[src/rtl/ft_sequencer_pkg.sv]
// rtl/ft_sequencer_pkg.sv - shared state encodings and period helper for ft_sequencer
package ft_sequencer_pkg;

    localparam int DIV_BASE_LOG2_DEFAULT = 2;

    typedef logic [5:0] state_t;

    // One-hot state codes; the LED output shows the state register directly
    localparam state_t ST_IDLE  = 6'b000001;
    localparam state_t ST_CLR_F = 6'b000010;
    localparam state_t ST_CLR_T = 6'b000100;
    localparam state_t ST_RUN_F = 6'b001000;
    localparam state_t ST_RUN_T = 6'b010000;
    localparam state_t ST_STALL = 6'b100000;

    // Terminal count (P-1) for a step period of 2^(base+code) clocks
    function automatic logic [8:0] period_last(input int base, input logic [2:0] code);
        logic [9:0] p;
        logic [9:0] m;
        p = 10'd1 << (base + int'(code));
        m = p - 10'd1;
        return m[8:0];
    endfunction

endpackage

[src/rtl/ft_sequencer_step_divider.sv]
// rtl/ft_sequencer_step_divider.sv - programmable step-period counter
module step_divider
    import ft_sequencer_pkg::*;
#(
    parameter int DIV_BASE_LOG2 = DIV_BASE_LOG2_DEFAULT
) (
    input  logic       clock,
    input  logic       reset,
    input  logic       clear,
    input  logic       run,
    input  logic       hold,
    input  logic [2:0] code,
    output logic       terminal
);

    logic [8:0] div_cnt;
    logic [8:0] last;

    assign last     = period_last(DIV_BASE_LOG2, code);
    assign terminal = (div_cnt == last);

    // Count while running; hold only freezes the counter once it sits at terminal
    always_ff @(posedge clock or posedge reset) begin
        if (reset) begin
            div_cnt <= 9'd0;
        end else if (clear) begin
            div_cnt <= 9'd0;
        end else if (run) begin
            if (terminal) begin
                if (!hold) begin
                    div_cnt <= 9'd0;
                end
            end else begin
                div_cnt <= div_cnt + 9'd1;
            end
        end
    end

endmodule

[src/rtl/ft_sequencer.sv]
// rtl/ft_sequencer.sv - Fibonacci/timer generator sequencer with paced steps and backpressure
module ft_sequencer
    import ft_sequencer_pkg::*;
#(
    parameter int DIV_BASE_LOG2 = DIV_BASE_LOG2_DEFAULT
) (
    input  logic       clock,
    input  logic       reset,
    input  logic       start_f,
    input  logic       start_t,
    input  logic       stop_f_t,
    input  logic       update,
    input  logic [2:0] prog,
    input  logic       gen_done,
    input  logic       fifo_full,
    output logic       clr_gen,
    output logic       step,
    output logic       sel_t,
    output logic [5:0] LED
);

    state_t     state;
    state_t     next_state;
    logic [2:0] prog_reg;
    logic [2:0] pend_val;
    logic       pend_valid;
    logic       terminal;
    logic       active;
    logic       stopping;

    assign active   = (state == ST_RUN_F) || (state == ST_RUN_T) || (state == ST_STALL);
    assign stopping = active && (stop_f_t || gen_done);
    assign clr_gen  = (state == ST_CLR_F) || (state == ST_CLR_T);
    assign step     = active && terminal && !fifo_full && !stopping;
    assign LED      = state;

    step_divider #(
        .DIV_BASE_LOG2(DIV_BASE_LOG2)
    ) u_div (
        .clock   (clock),
        .reset   (reset),
        .clear   (clr_gen),
        .run     (active && !stopping),
        .hold    (fifo_full),
        .code    (prog_reg),
        .terminal(terminal)
    );

    // Next-state decode; start_f beats start_t, stop/gen_done beat a pending step
    always_comb begin
        next_state = state;
        case (state)
            ST_IDLE: begin
                if (start_f) begin
                    next_state = ST_CLR_F;
                end else if (start_t) begin
                    next_state = ST_CLR_T;
                end
            end
            ST_CLR_F: next_state = ST_RUN_F;
            ST_CLR_T: next_state = ST_RUN_T;
            ST_RUN_F, ST_RUN_T: begin
                if (stopping) begin
                    next_state = ST_IDLE;
                end else if (terminal && fifo_full) begin
                    next_state = ST_STALL;
                end
            end
            ST_STALL: begin
                if (stopping) begin
                    next_state = ST_IDLE;
                end else if (!fifo_full) begin
                    next_state = sel_t ? ST_RUN_T : ST_RUN_F;
                end
            end
            default: next_state = ST_IDLE;
        endcase
    end

    // State register
    always_ff @(posedge clock or posedge reset) begin
        if (reset) begin
            state <= ST_IDLE;
        end else begin
            state <= next_state;
        end
    end

    // Generator select changes only when a new run begins, so IDLE keeps the last one shown
    always_ff @(posedge clock or posedge reset) begin
        if (reset) begin
            sel_t <= 1'b0;
        end else if (state == ST_IDLE) begin
            if (next_state == ST_CLR_F) begin
                sel_t <= 1'b0;
            end else if (next_state == ST_CLR_T) begin
                sel_t <= 1'b1;
            end
        end
    end

    // Speed code: direct load in IDLE, otherwise deferred until the run ends
    always_ff @(posedge clock or posedge reset) begin
        if (reset) begin
            prog_reg   <= 3'd0;
            pend_val   <= 3'd0;
            pend_valid <= 1'b0;
        end else if (state == ST_IDLE) begin
            if (update) begin
                prog_reg <= prog;
            end
        end else if (next_state == ST_IDLE) begin
            if (update) begin
                prog_reg <= prog;
            end else if (pend_valid) begin
                prog_reg <= pend_val;
            end
            pend_valid <= 1'b0;
        end else if (update) begin
            pend_val   <= prog;
            pend_valid <= 1'b1;
        end
    end

endmodule

[config.mk]
export PLATFORM = sky130hd
export DESIGN_NAME = ft_sequencer
export DESIGN_NICKNAME = d
export VERILOG_FILES = /design/src/rtl/ft_sequencer_pkg.sv /design/src/rtl/ft_sequencer_step_divider.sv /design/src/rtl/ft_sequencer.sv
export SDC_FILE = /design/constraint.sdc
export NUM_CORES = 1
export LEC_CHECK = 0
export ABC_CLOCK_PERIOD_IN_PS = 3300
export CAP_MARGIN = 5
export CORE_MARGIN = 1.5
export CORE_UTILIZATION = 54
export DETAILED_ROUTE_END_ITERATION = 10
export HOLD_SLACK_MARGIN = 0.05
export PLACE_DENSITY = 0.82
export SLEW_MARGIN = 20
export SYNTH_ARGS = -nofsm -noshare
export SYNTH_HDL_FRONTEND = slang
export SYNTH_SLANG_ARGS = --single-unit
export TNS_END_PERCENT = 20
[constraint.sdc]
create_clock -name clock -period 3.3 [get_ports clock]
set_clock_uncertainty 0.2 [all_clocks]
set_input_delay 0.825 -clock clock [delete_from_list [all_inputs] [get_ports clock]]
set_output_delay 0.825 -clock clock [all_outputs]
set_load 0.01 [all_outputs]
==> reports/results.txt, run 1 <==
Sequential cells were found to cover 36.5% of the synthesized design area. The setup path with the least slack is of type flop to output port. The portion of synthesized cell area occupied by the leading cell type is 34.9%, and the number of register bits inferred by synthesis is 23. The run finished with clean final reports. Multi-input gate area in the final layout: 992 sq um. The maximum level of the CTS H-tree came out at 1.

The logs give 579 sq um for the register cell area after layout and 2.20 ns for the arrival time at the worst endpoint. Most frequent cell after synthesis: dfrtp_1. The length of the first detailed-routing pass in iterations is 4, and the synthesized instance count is 165. The number of filler instances in the final layout is 225. The area of the die was 0.00326 sq mm.

Dividing the synthesized area by the synthesized cell count gives 9.57 sq um. Traced cell by cell, the critical path runs through inv_2 > ha_4 > buf_4 > nor3_1 > a222oi_1 > o311ai_4 > nand3_2 > nor3_1 > buf_2. In this run the remaining antenna-violating nets after routing total 0. Buffers placed on the I/O ports in this run total 19. From synthesis to final layout, the design area changed by 26.3%. In the post-synthesis netlist, the biggest area contributors are dfrtp_1, ha_1, xnor2_1, o21ai_0, mux2_2. The logs give 0.45 ns for the reg-to-reg setup timing slack and 20 for the I/O pin total. TritonCTS built the clock tree.

Headroom to the max-slew limit came out at 42.9%. During synthesis, Yosys emitted a total of 0 warnings. The run gives 72.3% as the post-route core utilization.

The floorplan die height came out at 57.1 microns. Counting both buffers and inverters, the worst setup path holds a total of 3. Clock tree synthesis found a total of 23 sinks.

The DRC violation count after routing was 0. The logs give 19 for the number of cell rows and 24.5% for the total global-route track usage. For this run, asynchronously set or reset flops after synthesis account for 100%. The routability congestion estimate from global placement came out at 0.885. Transition at the pin with the smallest max-transition slack: 0.856 ns. Setup repair after global routing left no endpoint under its margin. The tools report the count of unique library cells instantiated by Yosys as 52. The global-route wire length before repair was 6230 microns; the number of flops mapped to enable cells by yosys was 0. The portion of the clock cycle consumed by the worst path in the final layout works out to 97.6%.

The total overflow left after global routing is 0. The total half-perimeter wirelength after legalization and detailed placement was 2710 microns; the reported leakage power was 0.000888 uW. The design draws 1510 uW. For the max-cap check violation count, the log shows 0. Standard cell with the maximum stage delay on the critical path: dfrtp_2.

For the total via count after detailed routing, the log shows 1384. Of all cell types, the one taking the most synthesized area is dfrtp_1. STA puts the critical path data required time at 2.27 ns.

0 antenna diodes ended up in the layout. The register with the most flip-flops in the layout has 9 of them. In the synthesized netlist the dominant register cell turns out to be dfrtp_1. The max-slew violation total from the final report was 0. The type of destination of the critical path was an output port. Path type of the worst min-delay path: flop to flop.

The run gives 0 as the number of endpoints failing setup at the final stage. The tree is rooted in a clkbuf_4. Sum of routed wire length over all layers: 3580 microns.

For this configuration, the core starts out at a cell density of 57.3%. The maximum single-stage delay on the critical path came out at 0.46 ns. The number of CTS-inserted buffers came out at 3.

The most numerous cell type found on the critical path is nor3_1. The number of nets in the synthesized netlist is 183. By count the netlist is led by dfrtp_1, nor2_1, o21ai_0. The run gives 1395 as the number of global-route vias before repair. The maximum fanout along the worst path was 6; the worst-case vdd ir drop was 0.596 mV. After detailed routing, the number of vias per cell comes to 5.94. The register ranked first by flip-flop count was u_div.div_cnt. The first routing iteration left 53 violations. The final layout contains 221 nets.

The gate family responsible for the most delay along the worst path is compound AO/OA/AOI/OAI gates. The logs give 0.00276 sq mm for the core region area and 0.00158 sq mm for the synthesized area. The tools report the largest buffer count on any clock path as 2.

Number of antenna violations at the first check in global routing: 0. For this design the ratio of total power to cell area is 759 mW/mm^2. The finished cells cover 0.00199 sq mm. After layout, the minimum clock period comes to 3.22 ns. In this run the horizontal extent of the chip is 57.1 microns. Cells with a size suffix above 1 make up 26.2% of the layout.

Dividing the detail-routed wire length by the instance count gives 15.4 microns. Summing all placed instances gives a cell area of 0.00190 sq mm. The largest net degree at the start of global routing came out at 24. Clock latency on the worst-skew pair, taken at its later pin, is 0.31 ns. Clock transition time at the flip-flop clock pins of the worst setup and hold paths: 0.13 ns.

The worst setup path is launched from a flop. The fmax was 0.310 GHz. The run gives 0 as the hold violation count in the final report.
-- final cells by class --
| class | instances | share of cell area (%) |
|---|---|---|
| inverters | 8 | 1.51 |
| well taps | 31 | 1.94 |
| multi-input cells | 129 | 49.7 |
| clock buffers | 4 | 1.32 |
| flip-flops and latches | 23 | 29.0 |
| repair buffers | 38 | 16.4 |
-- cell usage in the layout, fill, tap and decap left out, types with 2 or more instances in the layout --
| cell | n |
|---|---|
| a21bo_2 | 2 |
| a21oi_1 | 6 |
| a31oi_1 | 2 |
| and2_1 | 3 |
| and3_1 | 3 |
| and3_2 | 2 |
| buf_4 | 19 |
| clkbuf_4 | 3 |
| clkdlybuf4s50_1 | 18 |
| dfrtp_1 | 20 |
| dfrtp_2 | 2 |
| ha_1 | 4 |
| ha_4 | 2 |
| inv_1 | 6 |
| inv_2 | 2 |
| mux2_2 | 4 |
| mux2i_1 | 4 |
| nand2_1 | 8 |
| nand2b_1 | 4 |
| nand3_1 | 7 |
| nand4_1 | 3 |
| nor2_1 | 12 |
| nor2b_1 | 2 |
| nor3_1 | 6 |
| o211ai_1 | 2 |
| o21ai_0 | 10 |
| or2_2 | 3 |
| or3_1 | 2 |
| xnor2_1 | 8 |
| xor2_1 | 4 |
-- kinds of logic (layout without fill, tap and decap cells) --
logic type	Yosys count	in the layout	share of synthesized area (%)
muxes	9	9	6.34
buffers and inverters	13	50	3.88
xor gates and xnor gates	12	12	6.66
and+or+nand+nor	64	64	22.9
AOI/OAI and AO/OA	37	37	18.1
adders and majority gates	7	7	5.55
DFF	23	23	36.5
-- worst paths after layout --
path	startpoint	end	depth (start not counted)
max in group asynchronous	reset	prog_reg[1]$_DFFE_PP0P_	2
worst min register to register	pend_val[1]$_DFFE_PP0P_	pend_val[1]$_DFFE_PP0P_	1
min in group asynchronous	reset	pend_valid$_DFFE_PP0P_	2
worst min-delay path	pend_val[1]$_DFFE_PP0P_	pend_val[1]$_DFFE_PP0P_	1
worst max-delay path	prog_reg[2]$_DFFE_PP0P_	step	9
worst max register to register	prog_reg[2]$_DFFE_PP0P_	u_div.div_cnt[6]$_DFFE_PP0P_	11
-- per-layer routing --
layer | track usage [%] | wire length, microns
met2 | 41.2 | 1740
met5 | 0 | 0
met4 | 8.97 | 53
met1 | 32.7 | 1630
met3 | 2.95 | 152
-- timing repair --
action                                  in CTS  in global routing
endpoints found under the setup margin       1                  1
pin swaps                                    3                  6
resized for setup                           13                  3
hold buffers                                 0                  0
buffers inserted                             1                  2
-- where the power goes --
group | internal, uW | leakage (uW) | switching (uW)
sequential | 361 | 0.000300 | 112
clock | 47.2 | 0.0000150 | 85.1
combinational | 493 | 0.000573 | 414
-- metrics by stage --
stage,hold slack [ns],TNS [ns],instances,worst slack [ns]
3_3_place_gp,0.286,-0.200,226,-0.200
2_1_floorplan,0.279,0,165,0.241
5_1_grt,0.354,0,233,0.00472
4_1_cts,0.338,0,231,0.0445
6_report,0.333,0,233,0.0791
3_5_place_dp,0.310,-0.242,226,-0.242
Note: power is estimated with default switching activity, not from simulation.
==> run 2: changes to the inputs <==
SKIP_CTS_REPAIR_TIMING = 1   (was unset)
==> run 2 against run 1 <==
Effect of this change:
- die area did not move
- sequential share of layout area rose by 0.19 points
- worst hold slack improved by 0.0036 ns
- largest cell class unchanged
==> reports/results.txt, run 2 (synthesis results as in run 1) <==
The flow ran to the end, and the final reports show no timing, DRC or antenna violations. The tools report the worst-case vdd ir drop as 0.551 mV (-7.6%). In this run the critical register-to-register path is captured at u_div.div_cnt[7]$_DFFE_PP0P_.

The number of clock sinks is 23 (unchanged), and the number of antenna violations at the first check in global routing is 0 (unchanged). The total net switching power came out at 596 uW (-2.5%). The largest net degree at the start of global routing is 24 (unchanged).

The maximum fanout along the worst path was 5 (-1); the fmax was 0.306 GHz (-1.3%). The final critical delay including setup and external delays came out at 3.26 ns (+0.0431 ns). The launch point of the worst path was prog_reg[2]$_DFFE_PP0P_. The clock transition time at the flip-flop clock pins of the worst setup and hold paths is 0.13 ns (about the same). Leaving out fill and tap cells, the most frequent cells in the layout are dfrtp_1, clkdlybuf4s50_1, buf_4. The worst setup path is captured at an output port.

For the antenna diode count, the log shows 0 (unchanged). The run gives 0 (unchanged) as the number of nets with antenna violations after routing. The relative slew slack was 41.9% (-0.94 points).

The hold violation count in the final report came out at 0 (unchanged). For the I/O pin total, the log shows 20 (unchanged). The initial standard-cell utilization of the core is 57.3% (unchanged). In this run the critical register-to-register path is launched from prog_reg[2]$_DFFE_PP0P_.

The run gives 23.4% (-1.1 points) as the total global-route track usage. Register ranked first by flip-flop count: u_div.div_cnt. For the violation count after the first detailed-routing iteration, the log shows 48 (-9.4%). The global-route wire length before repair is 6070 microns (-2.6%).

Following the worst setup path forward leads to its endpoint at step. Floorplan die height: 57.1 microns (unchanged). The average vias per placed instance is 5.85 (-1.5%), and the max-cap check violation count is 0 (unchanged). The share of cells above drive strength 1 was 24.4% (-1.9 points); the length of the first detailed-routing pass in iterations was 4 (unchanged).

For the final net count, the log shows 220 (-0.45%). TritonCTS built the clock tree. The power per unit of standard cell area is 748 mW/mm^2 (-1.4%), and the switching fraction of total power is 40.3% (-0.093 points). The count of placed standard cells including taps was 226 (unchanged).

The library cell used most frequently in the layout, excluding fill and tap cells, is dfrtp_1. The logs give 0.885 (unchanged) for the routability congestion estimate from global placement and 31.2% (about the same) for the part of the total power dissipated in sequential elements. The tools report the internal power component as 883 uW (-2.1%). For the number of CTS-inserted buffers, the log shows 3 (unchanged). The number of flip-flops in the largest register was 9 (unchanged); the max-slew violation total from the final report was 0 (unchanged). The path type of the worst min-delay path is flop to flop.

The path depth of the worst reg2reg path works out to 10 (-1). The area growth from synthesis to layout is 25.2%. The core region area is 0.00276 sq mm (unchanged), and the wire length per cell is 15.4 microns (+0.29%). The width of the chip is 57.1 microns (unchanged), and the number of global-route vias before repair is 1382 (-0.93%). The logs give 221 (-1.8%) for the number of filler instances in the final layout and 2.27 ns (about the same) for the data required time at the worst endpoint. The maximum level of the CTS H-tree was 1 (unchanged). The source-to-sink clock delay at the later pin of the worst-skew pair was 0.31 ns (about the same); the number of cell rows was 19 (unchanged). The number of endpoints failing setup at the final stage was 0 (unchanged). Setup repair after global routing could not meet its margin everywhere. The transition at the pin with the smallest max-transition slack works out to 0.870 ns (+0.0141 ns). The largest buffer count on any clock path was 2 (unchanged).

The arrival time at the worst endpoint is 2.24 ns (+0.04 ns), and the reported leakage power is 0.000877 uW (-1.2%). The overall overflow remaining after global route came out at 0 (unchanged). The area of the die is 0.00326 sq mm (unchanged). The part of the total power dissipated in combinational logic came out at 60.0% (about the same). The total half-perimeter wirelength after legalization and detailed placement was 2710 microns (unchanged); the post-route core utilization was 71.7% (-0.64 points). The root buffer cell chosen for the clock tree is clkbuf_4. Clock power share: 8.8% (about the same). The run gives 3580 microns (-0.14%) as the sum of routed wire length over all layers. Kind of critical path: flop to output port. The portion of the clock cycle consumed by the worst path in the final layout was 98.9% (+1.3 points). For the DRC violation count after routing, the log shows 0 (unchanged). The number of standard cells in the layout, taps in and fillers out is 232 (-0.43%). The tools report the kind of start point of the critical path as a flop.

The instance count along the most critical hold path was 1 (unchanged); the reg-to-reg setup timing slack was 0.58 ns (+0.13 ns). Quantity of I/O buffers inserted on ports: 19 (unchanged). The tools report the total via count after detailed routing as 1358 (-1.9%).
[run 2: cell count changes in the layout (fill, tap and decap cells not counted), sizes merged]
cell	previous run	this run
buf	20	19
[run 2: cell type report]
cell class,count,area (sq um),area share (%)
multi-input combinational,129,983,49.7
sequential,23,578,29.2
timing repair buffer,37,320,16.2
tap,31,38.8,1.96
inverter,8,30.0,1.52
clock buffer,4,26.3,1.33
[run 2: how the worst min path moves through the flow]
stage                       startpoint                      end
2_1_floorplan  pend_val[0]$_DFFE_PP0P_  pend_val[0]$_DFFE_PP0P_
3_3_place_gp   pend_val[2]$_DFFE_PP0P_  pend_val[2]$_DFFE_PP0P_
3_5_place_dp   pend_val[1]$_DFFE_PP0P_  pend_val[1]$_DFFE_PP0P_
4_1_cts        pend_val[1]$_DFFE_PP0P_  pend_val[1]$_DFFE_PP0P_
5_1_grt        pend_val[2]$_DFFE_PP0P_  pend_val[2]$_DFFE_PP0P_
6_report       pend_val[1]$_DFFE_PP0P_  pend_val[1]$_DFFE_PP0P_
[run 2: layer usage]
metal | wire [microns] | track usage [%]
met1 | 1610 | 31.5
met2 | 1800 | 40.1
met3 | 141 | 2.95
met4 | 21 | 5.98
met5 | 0 | 0
[run 2: critical path: stages (launching register included)]
cell and delay, ns:
dfrtp_1 0.44, buf_4 0.15, ha_2 0.20, mux2_4 0.29, o41ai_4 0.23, xnor2_1 0.20
nand3_1 0.15, nor3_2 0.12, buf_2 0.15
[run 2: through the flow]
stage / area [sq um] / hold slack [ns] / TNS [ns] / setup WS, ns / total power (uW)
floorplan: 1580 / 0.279 / 0 / 0.241 / 962
global placement: 1900 / 0.286 / -0.200 / -0.200 / 1210
detailed placement: 1900 / 0.310 / -0.242 / -0.242 / 1260
CTS: 1920 / 0.338 / -0.488 / -0.488 / 1400
global route: 1980 / 0.354 / -0.0683 / -0.0683 / 1590
finish: 1980 / 0.337 / 0 / 0.0360 / 1480
[run 2: power by group through the flow]
| stage | sequential [uW] | combinational, uW | clock (uW) |
|---|---|---|---|
| 2_1_floorplan | 439 | 523 | 0 |
| 3_5_place_dp | 462 | 800 | 0 |
| 4_1_cts | 457 | 805 | 134 |
| 6_report | 462 | 887 | 130 |
| 3_3_place_gp | 451 | 763 | 0 |
| 5_1_grt | 474 | 968 | 144 |
==> run 3: changes to the inputs <==
ABC_CLOCK_PERIOD_IN_PS = 2900   (was 3300)
CORE_UTILIZATION = 49   (was 54)
PLACE_DENSITY = 0.79   (was 0.82)
clock period = 2.9 ns   (was 3.3 ns; I/O delays follow)
==> run 3 against run 2 <==
Effect of this change:
- final area is 4.4% higher
- sequential cell count stayed put
- wire length is 5.4% higher
- non-clock buffer count is 7 higher
- combinational power is 26% higher
- first-iteration DRC count is 27% lower
- global-route usage is 0.88 points lower
- count of clock-buffer cells in the layout is 1 lower
- worst hold slack hardly changed
- the flow now finishes with violations (setup timing)
- register-to-register slack worse by 0.49 ns
- clock power is 18% higher
- core utilization is 4.1 points lower
==> reports/results.txt, run 3 (synthesis results as in run 1) <==
The number of clock sinks is 23 (unchanged), and the power per unit of standard cell area is 867 mW/mm^2 (+16%). The routed design could run at a clock period as short as 3.20 ns. The worst hold path belongs to the class flop to flop. The run gives 0 (unchanged) as the number of nets with antenna violations after routing. The reported leakage power is 0.000917 uW (+4.6%). Initial standard-cell utilization of the core: 51.7% (-5.5 points). The area growth from synthesis to layout is 30.7%. The hold violation count in the final report came out at 0 (unchanged). By startpoint and endpoint, the worst setup path is classified as flop to output port.

The run gives 35 (-27%) as the violation count after the first detailed-routing iteration. The run gives 2.27 ns (+0.03 ns) as the arrival time at the worst endpoint. Overall overflow remaining after global route: 0 (unchanged).

The final net count came out at 227 (+3.2%). TritonCTS built the clock tree. The source-to-sink clock delay at the later pin of the worst-skew pair is 0.32 ns (about the same), and the largest net degree at the start of global routing is 24 (unchanged). Length of the first detailed-routing pass in iterations: 4 (unchanged). The register ranked first by flip-flop count was u_div.div_cnt. I/O pin total: 20 (unchanged). The sum of routed wire length over all layers was 3770 microns (+5.4%); the portion of the clock cycle consumed by the worst path in the final layout was 110%.

Average vias per placed instance: 5.59 (-4.5%). Setup repair after global routing could not meet its margin everywhere. Leaving out fill and tap cells, the most frequent cell in the layout is buf_4. The number of global-route vias before repair is 1391 (+0.65%), and the total global-route track usage is 22.5% (-0.88 points).

The worst setup path is captured at an output port. The run gives 0 (unchanged) as the number of antenna violations at the first check in global routing. Transition at the pin with the smallest max-transition slack: 0.482 ns (-0.389 ns). The logs give 3 (unchanged) for the number of CTS-inserted buffers and 0.09 ns (-0.49 ns) for the reg-to-reg setup timing slack. Worst-case vdd ir drop: 0.485 mV (-12%).

The DRC violation count after routing is 0 (unchanged), and the total via count after detailed routing is 1408 (+3.7%). The tools report the largest buffer count on any clock path as 2 (unchanged). The maximum level of the CTS H-tree was 1 (unchanged). The logs give 6050 microns (-0.23%) for the global-route wire length before repair and 67.6% (-4.1 points) for the post-route core utilization. The run gives 252 (+8.6%) as the number of standard cells in the layout, taps in and fillers out.

Based on the critical path, the design can be clocked at up to 0.313 GHz. Wire length per cell: 15.0 microns (-3.0%). For the multi-input gate area in the final layout, the log shows 1000 sq um (+1.7%).

The total half-perimeter wirelength after legalization and detailed placement is 2760 microns (+2.1%). The register cell area after layout was 578 sq um (unchanged); the quantity of I/O buffers inserted on ports was 19 (unchanged). The area of the die is 0.00357 sq mm (+9.6%), and the instance count along the most critical hold path is 1 (unchanged). The relative slew slack is 67.6% (+26 points). The count of placed standard cells including taps was 245 (+8.4%). The run finished, with violations left. The run gives 0 (unchanged) as the max-cap check violation count.

The tools report the least setup slack across all paths after layout as -0.297 ns (-0.333 ns). The floorplan die height works out to 59.8 microns (+4.7%). The number of cell rows was 20 (+1). The clock transition time at the flip-flop clock pins of the worst setup and hold paths was 0.13 ns (about the same); the maximum fanout along the worst path was 5 (unchanged). The tools report the clock root buffer as clkbuf_4. The number of endpoints failing setup at the final stage is 1 (+1), and the antenna diode count is 0 (unchanged). The checks that failed: setup timing. The final-layout worst hold slack came out at 0.337 ns (+0.000396 ns). The number of flip-flops in the largest register was 9 (unchanged); the routability congestion estimate from global placement was 0.931 (+5.2%). The data required time at the worst endpoint is 1.98 ns (-0.29 ns), and the max-slew violation total from the final report is 0 (unchanged).

The share of cells above drive strength 1 came out at 28.8% (+4.5 points). The tools report the number of filler instances in the final layout as 251 (+14%). The core region area came out at 0.00305 sq mm (+11%). The width of the chip came out at 59.8 microns (+4.7%). The path depth of the worst reg2reg path is 11 (+1).

STA classifies the critical path startpoint as a flop. In the layout the commonest cells are buf_4, dfrtp_1, clkdlybuf4s50_1.
[run 3: cell types whose count changed in the layout (fill, tap and decap cells not counted), sizes merged]
cell and change:
buf +7, clkinv +1, clkbuf -1
[run 3: metal layers]
layer	vias to the layer above	routed length, microns	share of wire (%)	GRT usage (%)
li1	688	-	-	-
met1	682	1660	44	29.1
met2	33	1940	52	38.4
met3	5	118	3.1	2.81
met4	0	47	1.2	8.25
met5	-	0	0	0
[run 3: final timing paths]
| kind | endpoint | startpoint |
|---|---|---|
| min in group asynchronous | u_div.div_cnt[1]$_DFFE_PP0P_ | reset |
| worst min-delay path | pend_val[2]$_DFFE_PP0P_ | pend_val[2]$_DFFE_PP0P_ |
| worst max register to register | u_div.div_cnt[7]$_DFFE_PP0P_ | prog_reg[1]$_DFFE_PP0P_ |
| max in group asynchronous | LED[0]$_DFF_PP1_ | reset |
| worst max-delay path | step | prog_reg[1]$_DFFE_PP0P_ |
| worst min register to register | pend_val[2]$_DFFE_PP0P_ | pend_val[2]$_DFFE_PP0P_ |
[run 3: worst max-delay path: stages (launching register included)]
cell,delay [ns]
dfrtp_1,0.46
ha_1,0.28
nand2b_1,0.18
or4b_4,0.49
o311ai_2,0.11
nand3_1,0.17
nor3_2,0.12
buf_2,0.15
[run 3: through the flow]
step / area (sq um) / total power, uW / TNS, ns / setup slack [ns]
after detailed placement: 1960 / 1470 / -0.417 / -0.417
after floorplan: 1580 / 1090 / 0 / 0.0124
after CTS: 1990 / 1630 / -0.900 / -0.801
after global routing: 2060 / 1910 / -0.412 / -0.412
final: 2060 / 1790 / -0.297 / -0.297
after global placement: 1960 / 1420 / -0.403 / -0.403
[run 3: area by class of cell]
| type | instances | share of cell area, % |
|---|---|---|
| clock buffer | 3 | 1.09 |
| clock inverter | 1 | 0.243 |
| inverter | 8 | 1.46 |
| multi-input combinational | 129 | 48.5 |
| sequential | 23 | 28.0 |
| tap | 44 | 2.67 |
| timing repair buffer | 44 | 18.1 |
[run 3: report_power, final]
group	switching (uW)	total [uW]	leakage (uW)	internal (uW)
sequential	109	519	0.000301	410
clock	103	154	0.0000177	51.7
combinational	506	1120	0.000598	610
total	718	1790	0.000917	1070
